## src/rtl/proc_pkg.sv

```systemverilog
// proc_pkg: opcode constants, reserved-opcode test and sequencer state type shared with the 9-bit processor
package proc_pkg;

    localparam logic [2:0] OP_MV  = 3'b000;
    localparam logic [2:0] OP_MVI = 3'b001;
    localparam logic [2:0] OP_ADD = 3'b010;
    localparam logic [2:0] OP_SUB = 3'b011;

    typedef enum logic [2:0] {
        S_IDLE,
        S_FETCH,
        S_ISSUE,
        S_OPERAND,
        S_WAIT,
        S_HALT
    } seq_state_t;

    function automatic logic is_reserved(input logic [2:0] op);
        return op[2];
    endfunction

endpackage

```

## src/rtl/prog_ram.sv

```systemverilog
// prog_ram: 2^ADDR_W x DATA_W program store; clk_50 write port (we/waddr/wdata), async read port (raddr/rdata), no reset
module prog_ram #(
    parameter int ADDR_W = 5,
    parameter int DATA_W = 9
) (
    input  logic              clk_50,
    input  logic              we,
    input  logic [ADDR_W-1:0] waddr,
    input  logic [DATA_W-1:0] wdata,
    input  logic [ADDR_W-1:0] raddr,
    output logic [DATA_W-1:0] rdata
);

    logic [DATA_W-1:0] mem [0:2**ADDR_W-1];

    always_ff @(posedge clk_50)
        if (we) mem[waddr] <= wdata;

    assign rdata = mem[raddr];

endmodule

```

## src/rtl/program_sequencer.sv

```systemverilog
// program_sequencer: feeds DIN/Run to the processor from prog_ram (Start/Stop control, prog_* load port, Done handshake; PC/Busy/Halted/Error/Instr_count status)
module program_sequencer
    import proc_pkg::*;
#(
    parameter int ADDR_W = 5,
    parameter int DATA_W = 9,
    parameter int TMO    = 7
) (
    input  logic              clk_50,
    input  logic              Resetn,
    input  logic              Start,
    input  logic              Stop,
    input  logic              prog_we,
    input  logic [ADDR_W-1:0] prog_addr,
    input  logic [DATA_W-1:0] prog_data,
    input  logic              Done,
    output logic [DATA_W-1:0] DIN,
    output logic              Run,
    output logic [ADDR_W-1:0] PC,
    output logic              Busy,
    output logic              Halted,
    output logic              Error,
    output logic [7:0]        Instr_count
);

    localparam int TW = $clog2(TMO + 1);

    seq_state_t        state, state_nx;
    logic [ADDR_W-1:0] pc_nx;
    logic [DATA_W-1:0] din_nx, rd;
    logic [7:0]        cnt_nx;
    logic              err_nx;
    logic [TW-1:0]     tmo, tmo_nx;
    logic              idle_like;

    assign idle_like = state == S_IDLE || state == S_HALT;

    prog_ram #(.ADDR_W(ADDR_W), .DATA_W(DATA_W)) u_ram (
        .clk_50(clk_50),
        .we(prog_we && idle_like),
        .waddr(prog_addr),
        .wdata(prog_data),
        .raddr(PC),
        .rdata(rd)
    );

    always_comb begin
        state_nx = state;
        pc_nx    = PC;
        din_nx   = DIN;
        cnt_nx   = Instr_count;
        err_nx   = Error;
        tmo_nx   = tmo;
        case (state)
            S_IDLE, S_HALT:
                if (Start) begin
                    pc_nx    = '0;
                    cnt_nx   = '0;
                    err_nx   = 1'b0;
                    state_nx = S_FETCH;
                end
            S_FETCH:
                if (Stop) state_nx = S_IDLE;
                else if (is_reserved(rd[DATA_W-1 -: 3])) state_nx = S_HALT;
                else begin
                    din_nx   = rd;
                    pc_nx    = PC + 1'b1;
                    state_nx = S_ISSUE;
                end
            S_ISSUE: begin
                tmo_nx = '0;
                // DIN still holds the opcode; for MVI the next word is the immediate
                if (DIN[DATA_W-1 -: 3] == OP_MVI) begin
                    din_nx   = rd;
                    pc_nx    = PC + 1'b1;
                    state_nx = S_OPERAND;
                end else state_nx = S_WAIT;
            end
            S_OPERAND, S_WAIT:
                if (Done) begin
                    cnt_nx   = &Instr_count ? Instr_count : Instr_count + 1'b1;
                    state_nx = Stop ? S_IDLE : S_FETCH;
                end else if (tmo == TW'(TMO - 1)) begin
                    err_nx   = 1'b1;
                    state_nx = S_HALT;
                end else tmo_nx = tmo + 1'b1;
            default: state_nx = S_IDLE;
        endcase
    end

    always_ff @(posedge clk_50 or negedge Resetn)
        if (!Resetn) begin
            state       <= S_IDLE;
            PC          <= '0;
            DIN         <= '0;
            Instr_count <= '0;
            Error       <= 1'b0;
            tmo         <= '0;
        end else begin
            state       <= state_nx;
            PC          <= pc_nx;
            DIN         <= din_nx;
            Instr_count <= cnt_nx;
            Error       <= err_nx;
            tmo         <= tmo_nx;
        end

    assign Run    = state == S_ISSUE;
    assign Busy   = !idle_like;
    assign Halted = state == S_HALT;

endmodule

```

## config.mk

```make
export PLATFORM = sky130hd
export DESIGN_NAME = program_sequencer
export DESIGN_NICKNAME = d
export VERILOG_FILES = /design/src/rtl/proc_pkg.sv /design/src/rtl/prog_ram.sv /design/src/rtl/program_sequencer.sv
export SDC_FILE = /design/constraint.sdc
export NUM_CORES = 1
export LEC_CHECK = 0
export CORE_MARGIN = 8
export CORE_UTILIZATION = 50
export CTS_CLUSTER_DIAMETER = 120
export DETAILED_ROUTE_END_ITERATION = 7
export MAX_ROUTING_LAYER = met4
export PLACE_DENSITY = 0.66
export SLEW_MARGIN = 10
export SYNTH_ARGS = -nofsm -noshare
export SYNTH_HDL_FRONTEND = slang
export SYNTH_SLANG_ARGS = --single-unit
```

## constraint.sdc

```tcl
create_clock -name clk_50 -period 2.2 [get_ports clk_50]
set_input_delay 0.55 -clock clk_50 [delete_from_list [all_inputs] [get_ports clk_50]]
set_output_delay 0.55 -clock clk_50 [all_outputs]
set_load 0.1 [all_outputs]
```

==> run summary, run 1 <==
The run finished, with violations left. The final reports fail on setup timing. The tree built by TritonCTS fans out to 317 sinks.

After filler insertion, the fill cell instance count of the layout stands at 1812. Once layout is done, the placed cells without fillers occupy 0.0164 mm2. The worst-case IR drop observed on VDD is 1540 uV. The detailed router's first-iteration violation count was 951.

The logs give 21.1 mm for the half-perimeter wire length of the detailed placement result and 0.0149 mm2 for the post-place instance area. Most common library cell in the layout ignoring fill and taps: edfxtp_1. Of the available clock period, the critical path in the final layout requires 115%. The measured slew at the worst slew-check pin was 0.614 ns.

Clock tree synthesis selected as its root buffer the cell clkbuf_16. The sequential element share of the synthesized area came out at 71.3%. The floorplan has 59 rows. The via count of the first global-routing pass is 7892. For the worst-skew pair later-pin latency, the log shows 0.58 ns. 46 I/O pins were placed. In this run the vertical extent of the chip is 178 um.

The mean instance size in the synthesized netlist is 17.8 um2. The flip-flop and latch count after synthesis works out to 317. The final route contains 7783 vias. Counting every instance in the synthesized netlist gives 738. Summing the areas of all compound-gate instances in the mapped netlist gives 4.87% of the synthesized area. In this run the worst path has a maximum fanout of 6. The final-layout worst hold slack is 0.359 ns, and the starting utilization of the core area is 50.6%. The synthesized netlist contains 54 unique library cells. Summing every instance area after synthesis gives 0.0132 mm2.

Setup repair after global routing could not meet its margin everywhere. For this run, the slowest stage of the critical path takes 0.51 ns. After Yosys synthesis, and, or, nand and nor cells account for 6.23% of the synthesized area.

Among all flip-flop cells after synthesis, the most frequent one is edfxtp_1. The synthesized netlist devotes 0.466% of its cell area to XOR and XNOR gates. After detailed routing, the number of remaining DRC violations is 0. Of the cells placed in the final design, the portion with a size suffix greater than 1 is 37.0%.

The post-synthesis share of cell area spent on full adders, half adders and majority gates was 0.380%. The worst setup path is captured at a register. The die extent in x works out to 178 um.

Across the run, the number of max-cap violations was 0. The repair_antennas step left the layout with diodes totalling 0. The depth of the CTS H-tree is 1, and the worst setup slack after layout is -0.322 ns. Global routing used 21.4% of the available tracks. The total wire length was 33.0 mm; the net count after synthesis was 762.

The number of buffers added to fix hold violations after cts was 0; the fmax was 397 MHz. STA classifies the critical path startpoint as a register. Between clock sinks in the finished design, the worst skew comes to 0.0300 ns.

For the buffer levels on the longest clock path, the log shows 3. The logs give 0.0260 mm2 for the standard cell core area and 49.2 mm for the first-pass GRT wire length. The total of endpoints with negative setup slack in the final report is 19.

Largest family of logic cells by synthesized area: multiplexers. Compared with the post-synthesis result, the final layout area differs by 24.7%. TritonCTS built the clock tree. The number of clock buffers added by TritonCTS is 31.

After detailed routing, the average wire length per cell comes to 25.9 um. For this run, the post-layout net count is 943. The fraction of synthesis flops using an asynchronous set or reset pin is 9.15%.

The critical path arrival came out at 2.96 ns. On the critical path, the stage with the largest delay is an instance of dfrtp_4. Area enclosed by the die boundary: 0.0318 mm2. The data required time of the critical path is 2.63 ns.

For this run, the number of Yosys warnings is 0. Dividing total power by cell area gives a power density of 1090 mW/mm2. Leaving out fill and tap cells, the most frequent cells in the layout are 288 x edfxtp_1, 123 x buf_4, 71 x mux4_2.

Entering global routing, the biggest net connects 33 pins. Once detail routing completed, the nets flagged for antenna violations numbered 0. The worst hold path belongs to the class in -> async. Count of input and output buffers: 45. The number of pins with negative max-slew slack in the final report is 0. The register clock-pin slew on the reported worst setup and hold paths works out to 0.06 ns. The synthesized design contains 288 enable-type register cells. Of the post-synthesis cell area, the dominant cell type holds 65.7%. The via density per instance is 6.09, and the initial antenna violation count is 0.

Traced cell by cell, the critical path runs through buf_12, mux4_2, o22a_1, a211oi_4, a311oi_4, or2_4, mux2_4. The number of hold violations in the final report was 0; the mux share of post-synthesis cell area was 15.1%. Critical setup path kind: reg -> reg.

The cell type with the largest total area after synthesis is edfxtp_1. The normalized max-slew margin was 58.9%. At the end of routability-driven placement, the weighted congestion stood at 0.895. The logs give 5 for the detailed-router iteration count before antenna repair and 5.53 nW for the leakage power summed over all cells.

For this run the aggregate overflow at the end of global routing stands at 0. The final critical path time including I/O delays and setup was 2.52 ns. By area the synthesized netlist is led by edfxtp_1 66%, mux4_2 12%, dfrtp_1 5.5%.
==> per-stage QoR <==
stage / worst slack, ns / total power (W) / utilization, % / TNS (ns) / cells
6_report: -0.322 / 0.0178 / 63.2 / -3.69 / 1277
3_5_place_dp: -0.359 / 0.0121 / 57.4 / -16.44 / 1187
4_1_cts: -0.245 / 0.0175 / 62.4 / -2.89 / 1266
3_3_place_gp: -0.342 / 0.0120 / 57.4 / -12.84 / 1187
5_1_grt: -0.342 / 0.0185 / 63.2 / -4.60 / 1277
2_1_floorplan: -0.364 / 0.0106 / - / -3.43 / 738
==> synth_stat cells, types with 7 or more instances <==
cell type	number
a211oi_1	8
a21oi_1	7
a221oi_1	9
and3_1	11
buf_2	15
clkbuf_1	11
dfrtp_1	29
edfxtp_1	288
inv_1	11
mux2_2	13
mux2i_1	15
mux4_2	71
nand2_1	36
nand3_1	18
nor2_1	56
nor2b_1	11
o21ai_0	19
o22a_1	9
o22ai_1	13
==> final cells by class <==
type | instances | area [um2] | share of cell area (%)
Sequential cell | 317 | 9400 | 57.3
Multi-Input combinational cell | 374 | 3770 | 23.0
Timing Repair Buffer | 183 | 1860 | 11.3
Clock buffer | 39 | 806 | 4.91
Tap cell | 335 | 419 | 2.55
Clock inverter | 17 | 104 | 0.633
Inverter | 12 | 55.1 | 0.335
==> where the power goes <==
part           internal (W)  leakage (nW)  switching, W
Sequential          0.00681          2.95      0.000188
Combinational       0.00265          2.13       0.00336
Clock               0.00268         0.442       0.00215
==> final timing paths <==
kind / startpoint / end / slack (ns) / cells past startpoint
max in group asynchronous: Resetn / PC[2]$_DFFE_PN0P_ / 1.51 / 2
worst max register to register: PC[1]$_DFFE_PN0P_ / DIN[3]$_DFFE_PN0P_ / -0.32 / 7
worst min-delay path: Resetn / DIN[6]$_DFFE_PN0P_ / 0.36 / 2
min in group clk_50: Instr_count[0]$_DFFE_PN0P_ / Instr_count[0]$_DFFE_PN0P_ / 0.52 / 1
worst max-delay path: PC[1]$_DFFE_PN0P_ / DIN[3]$_DFFE_PN0P_ / -0.32 / 7
worst min register to register: Instr_count[0]$_DFFE_PN0P_ / Instr_count[0]$_DFFE_PN0P_ / 0.52 / 1
==> sequential cells by signal (all words and copies together), names as in the netlist <==
signal and flops:
u_ram.mem 288, Instr_count 8, tmo 3, state 3, DIN 9, Error 1, PC 5
==> routing by layer <==
layer / track usage, % / wire, um / vias up
met1: 28.4 / 13600 / 3979
met3: 3.09 / 2460 / 71
met4: 6.92 / 1180 / 0
met2: 33.8 / 15800 / 367
met5: - / 0 / -
li1: - / - / 3366
==> cell families after synthesis <==
group                    Yosys count
flip-flops                       317
AND/OR/NAND/NOR                  168
multiplexers                     105
AO/OA/AOI/OAI                     89
buffers and inverters             48
XOR/XNOR                           7
adder cells (fa/ha/maj)            4
==> worst max-delay path: cells and delay by family, from the launching register on <==
kind            cells  cell delay (ns)
flops               1             0.51
simple gates        1             0.32
mux                 2             0.74
compound gates      3             0.67
buf+inv             1             0.15
==> timing repair <==
item	4_1_cts	5_1_grt
gates cloned	4	0
resized for setup	40	30
pin swaps	3	8
setup endpoints to repair	22	137
setup buffers	22	11
No activity file was read; power rests on OpenSTA's default activity.
==> inputs of run 2 (changes only) <==
Settings changed: CORE_MARGIN 8 to 2.
==> run 2 against run 1 <==
  * The flow still finishes with violations (setup timing)
  * Global-route usage rose by 2.4 points
  * Die area fell by 13%
  * Setup slack improved by 0.087 ns
  * Fmax rose by 3.6%
  * Largest power group unchanged
  * Critical endpoint unchanged
  * Critical path type unchanged
==> run summary, run 2 (same netlist as run 1, synthesis figures left out) <==
The register with the most flip-flops in the layout has 288 of them. The number of DRC violations after detailed routing came out at 0. Static timing analysis puts the maximum clock frequency at 411 MHz. Setup clock skew after layout: 0.0156 ns.

The largest net degree at the start of global routing is 33. After detailed routing, the average wire length per cell comes to 24.8 um. The detail route stage leaves a number of antenna-violating nets equal to 0. For this design, the CTS-stage hold fixing added 0 buffers.

The worst setup slack after layout is -0.235 ns, and the register clock-pin slew on the reported worst setup and hold paths is 0.06 ns. The run gives 0.909 as the routability-driven placement congestion ratio. The path class of the tightest hold or removal check is in -> async.

The first global-routing pass estimated 48.2 mm of wire. The global routing usage on met3 was 3.53%; the number of vias after detailed routing was 7740. The maximum cell stage delay along the critical path came out at 0.54 ns. The flow ran to the end, but the final reports show violations. The worst setup path is captured at a register. The number of pins with negative max-slew slack in the final report is 0.

Number of max-capacitance violations reported: 0. The top cell family by delay on the critical path was multiplexers. The initial antenna violation count is 0.

Buffers placed on the I/O ports in this run total 45. For this design the static power due to leakage is 5.62 nW. The share of post-route cells with drive strength above 1 is 40.1%, and the post-route total power is 0.0183 W.

0 antenna diodes ended up in the layout. Final critical path time including I/O delays and setup: 2.43 ns. The routed design has 31.9 mm of wire. The half-perimeter wire length of the detailed placement result was 20.8 mm; the via count of the first global-routing pass was 7924. The count of buffer and inverter cells on the critical path is 2.

The final reports fail on setup timing. For met2 alone, demand over resource in global routing was 39.2%. After global routing, the most crowded layer is met2.

Summed over all layers, the global routing overflow is 0. The register containing the most flip-flops in the final layout is u_ram.mem. The post-synthesis to final-layout area growth is 26.1%, and the area enclosed by the die boundary is 0.0276 mm2. The via density per instance came out at 6.01.

After floorplanning, the core was divided into 59 placement rows. Traced cell by cell, the critical path runs through buf_12, mux4_2, nor2b_1, a2111oi_2, buf_4, a311oi_2, mux2_4. The core region is 0.0259 mm2.

The logs give 0 for the number of hold violations in the final report and 1 for the depth of the CTS H-tree. For the normalized max-slew margin, the log shows 51.2%. The critical path is of the reg -> reg type. 46 I/O pins were placed. In the finished design, the share of the clock period the worst path needs comes to 111%. Global routing consumed, on the met1 layer, 31.8% of the routing resources. The cell type of the slowest stage on the worst timing path was dfrtp_4. Setup repair after global routing could not meet its margin everywhere. The worst-skew pair later-pin latency is 0.57 ns.

The tools report the data required time of the critical path as 2.65 ns. TritonCTS built the clock tree. The largest registers in the layout are u_ram.mem x288, DIN x9, Instr_count x8.

For flop-to-flop paths, the worst setup slack is -0.23 ns. The tools report the startpoint of the most critical register-to-register path as PC[1]$_DFFE_PN0P_. TritonCTS created 31 clock buffers. Leaving out fill and tap cells, the most frequent cell in the layout is edfxtp_1. The tools report the root buffer cell as clkbuf_16. The die is 166 um tall. Dividing total power by cell area gives a power density of 1100 mW/mm2. The tools report the terminus of the critical flop-to-flop path as DIN[3]$_DFFE_PN0P_. The worst-case IR drop observed on VDD is 1350 uV. The measured slew at the worst slew-check pin is 0.729 ns. The total of endpoints with negative setup slack in the final report came out at 17. The tree built by TritonCTS fans out to 317 sinks. The detailed router's first-iteration violation count is 902.

Pre-CTS setup slack: -0.328 ns. The tools report the launching element type of the critical path as a register. The die extent in x came out at 166 um. In the layout the commonest cells are 288 x edfxtp_1, 139 x buf_4, 71 x mux4_2. The largest driver fanout on the critical path was 11; the starting utilization of the core area was 50.8%.

In the final design database the tool counted 952 nets. The first detailed-routing pass took 8 iterations. Critical path arrival: 2.88 ns. The fill cell total of the finished layout came out at 1772.

The longest clock path from root to sink contains 3 buffers. The length in cells of the worst reg-to-reg path was 7. For this run, the total global-route usage over all layers was measured as 23.8%.
[run 2: cell type report]
type	instances	area, um2	area share [%]
clock buffer	34	787	4.75
clock inverter	24	223	1.34
inverter	12	57.6	0.347
multi-input combinational	374	3840	23.1
sequential	317	9400	56.7
tap	335	419	2.53
timing repair buffer	192	1870	11.2
[run 2: worst reg2reg max path, stage by stage, from the launching register on]
cell and delay [ns]:
dfrtp_4 0.54, buf_12 0.20, mux4_2 0.52, nor2b_1 0.17, a2111oi_2 0.37, buf_4 0.18
a311oi_2 0.05, mux2_4 0.29
[run 2: how the worst max path moves through the flow]
stage / cells after the start / endpoint / from
after floorplan: 7 / DIN[7]$_DFFE_PN0P_ / PC[1]$_DFFE_PN0P_
after global routing: 7 / DIN[5]$_DFFE_PN0P_ / PC[1]$_DFFE_PN0P_
after CTS: 7 / DIN[5]$_DFFE_PN0P_ / PC[1]$_DFFE_PN0P_
final: 7 / DIN[3]$_DFFE_PN0P_ / PC[1]$_DFFE_PN0P_
after global placement: 6 / DIN[6]$_DFFE_PN0P_ / Stop
after detailed placement: 6 / DIN[3]$_DFFE_PN0P_ / Stop
[run 2: through the flow]
step / instances / instance area, um2 / setup TNS, ns / utilization, % / hold WS [ns]
floorplan: 738 / 13300 / -3.43 / - / 0.254
global placement: 1212 / 15100 / -13.58 / 58.3 / 0.488
detailed placement: 1212 / 15100 / -15.06 / 58.3 / 0.502
CTS: 1276 / 16400 / -2.62 / 63.3 / 0.370
global route: 1288 / 16600 / -3.89 / 64.0 / 0.415
finish: 1288 / 16600 / -2.51 / 64.0 / 0.376
[run 2: timing repair]
item	in CTS	in global routing
gates cloned	2	1
pin swaps	15	6
gates resized for setup	57	21
endpoints found under the setup margin	22	132
setup buffers	8	11
[run 2: power by group]
part           internal, W  switching [W]  total [W]  leakage (nW)
Sequential         0.00681       0.000210    0.00702          2.95
Clock              0.00304        0.00218    0.00522         0.493
Combinational      0.00264        0.00340    0.00604          2.17
Total               0.0125        0.00579     0.0183          5.62
[run 2: per-layer routing]
| layer | routed length, um | up-vias |
|---|---|---|
| met5 | 0 | - |
| met4 | 676 | 0 |
| met1 | 13200 | 4015 |
| met3 | 2030 | 40 |
| li1 | - | 3382 |
| met2 | 16000 | 303 |
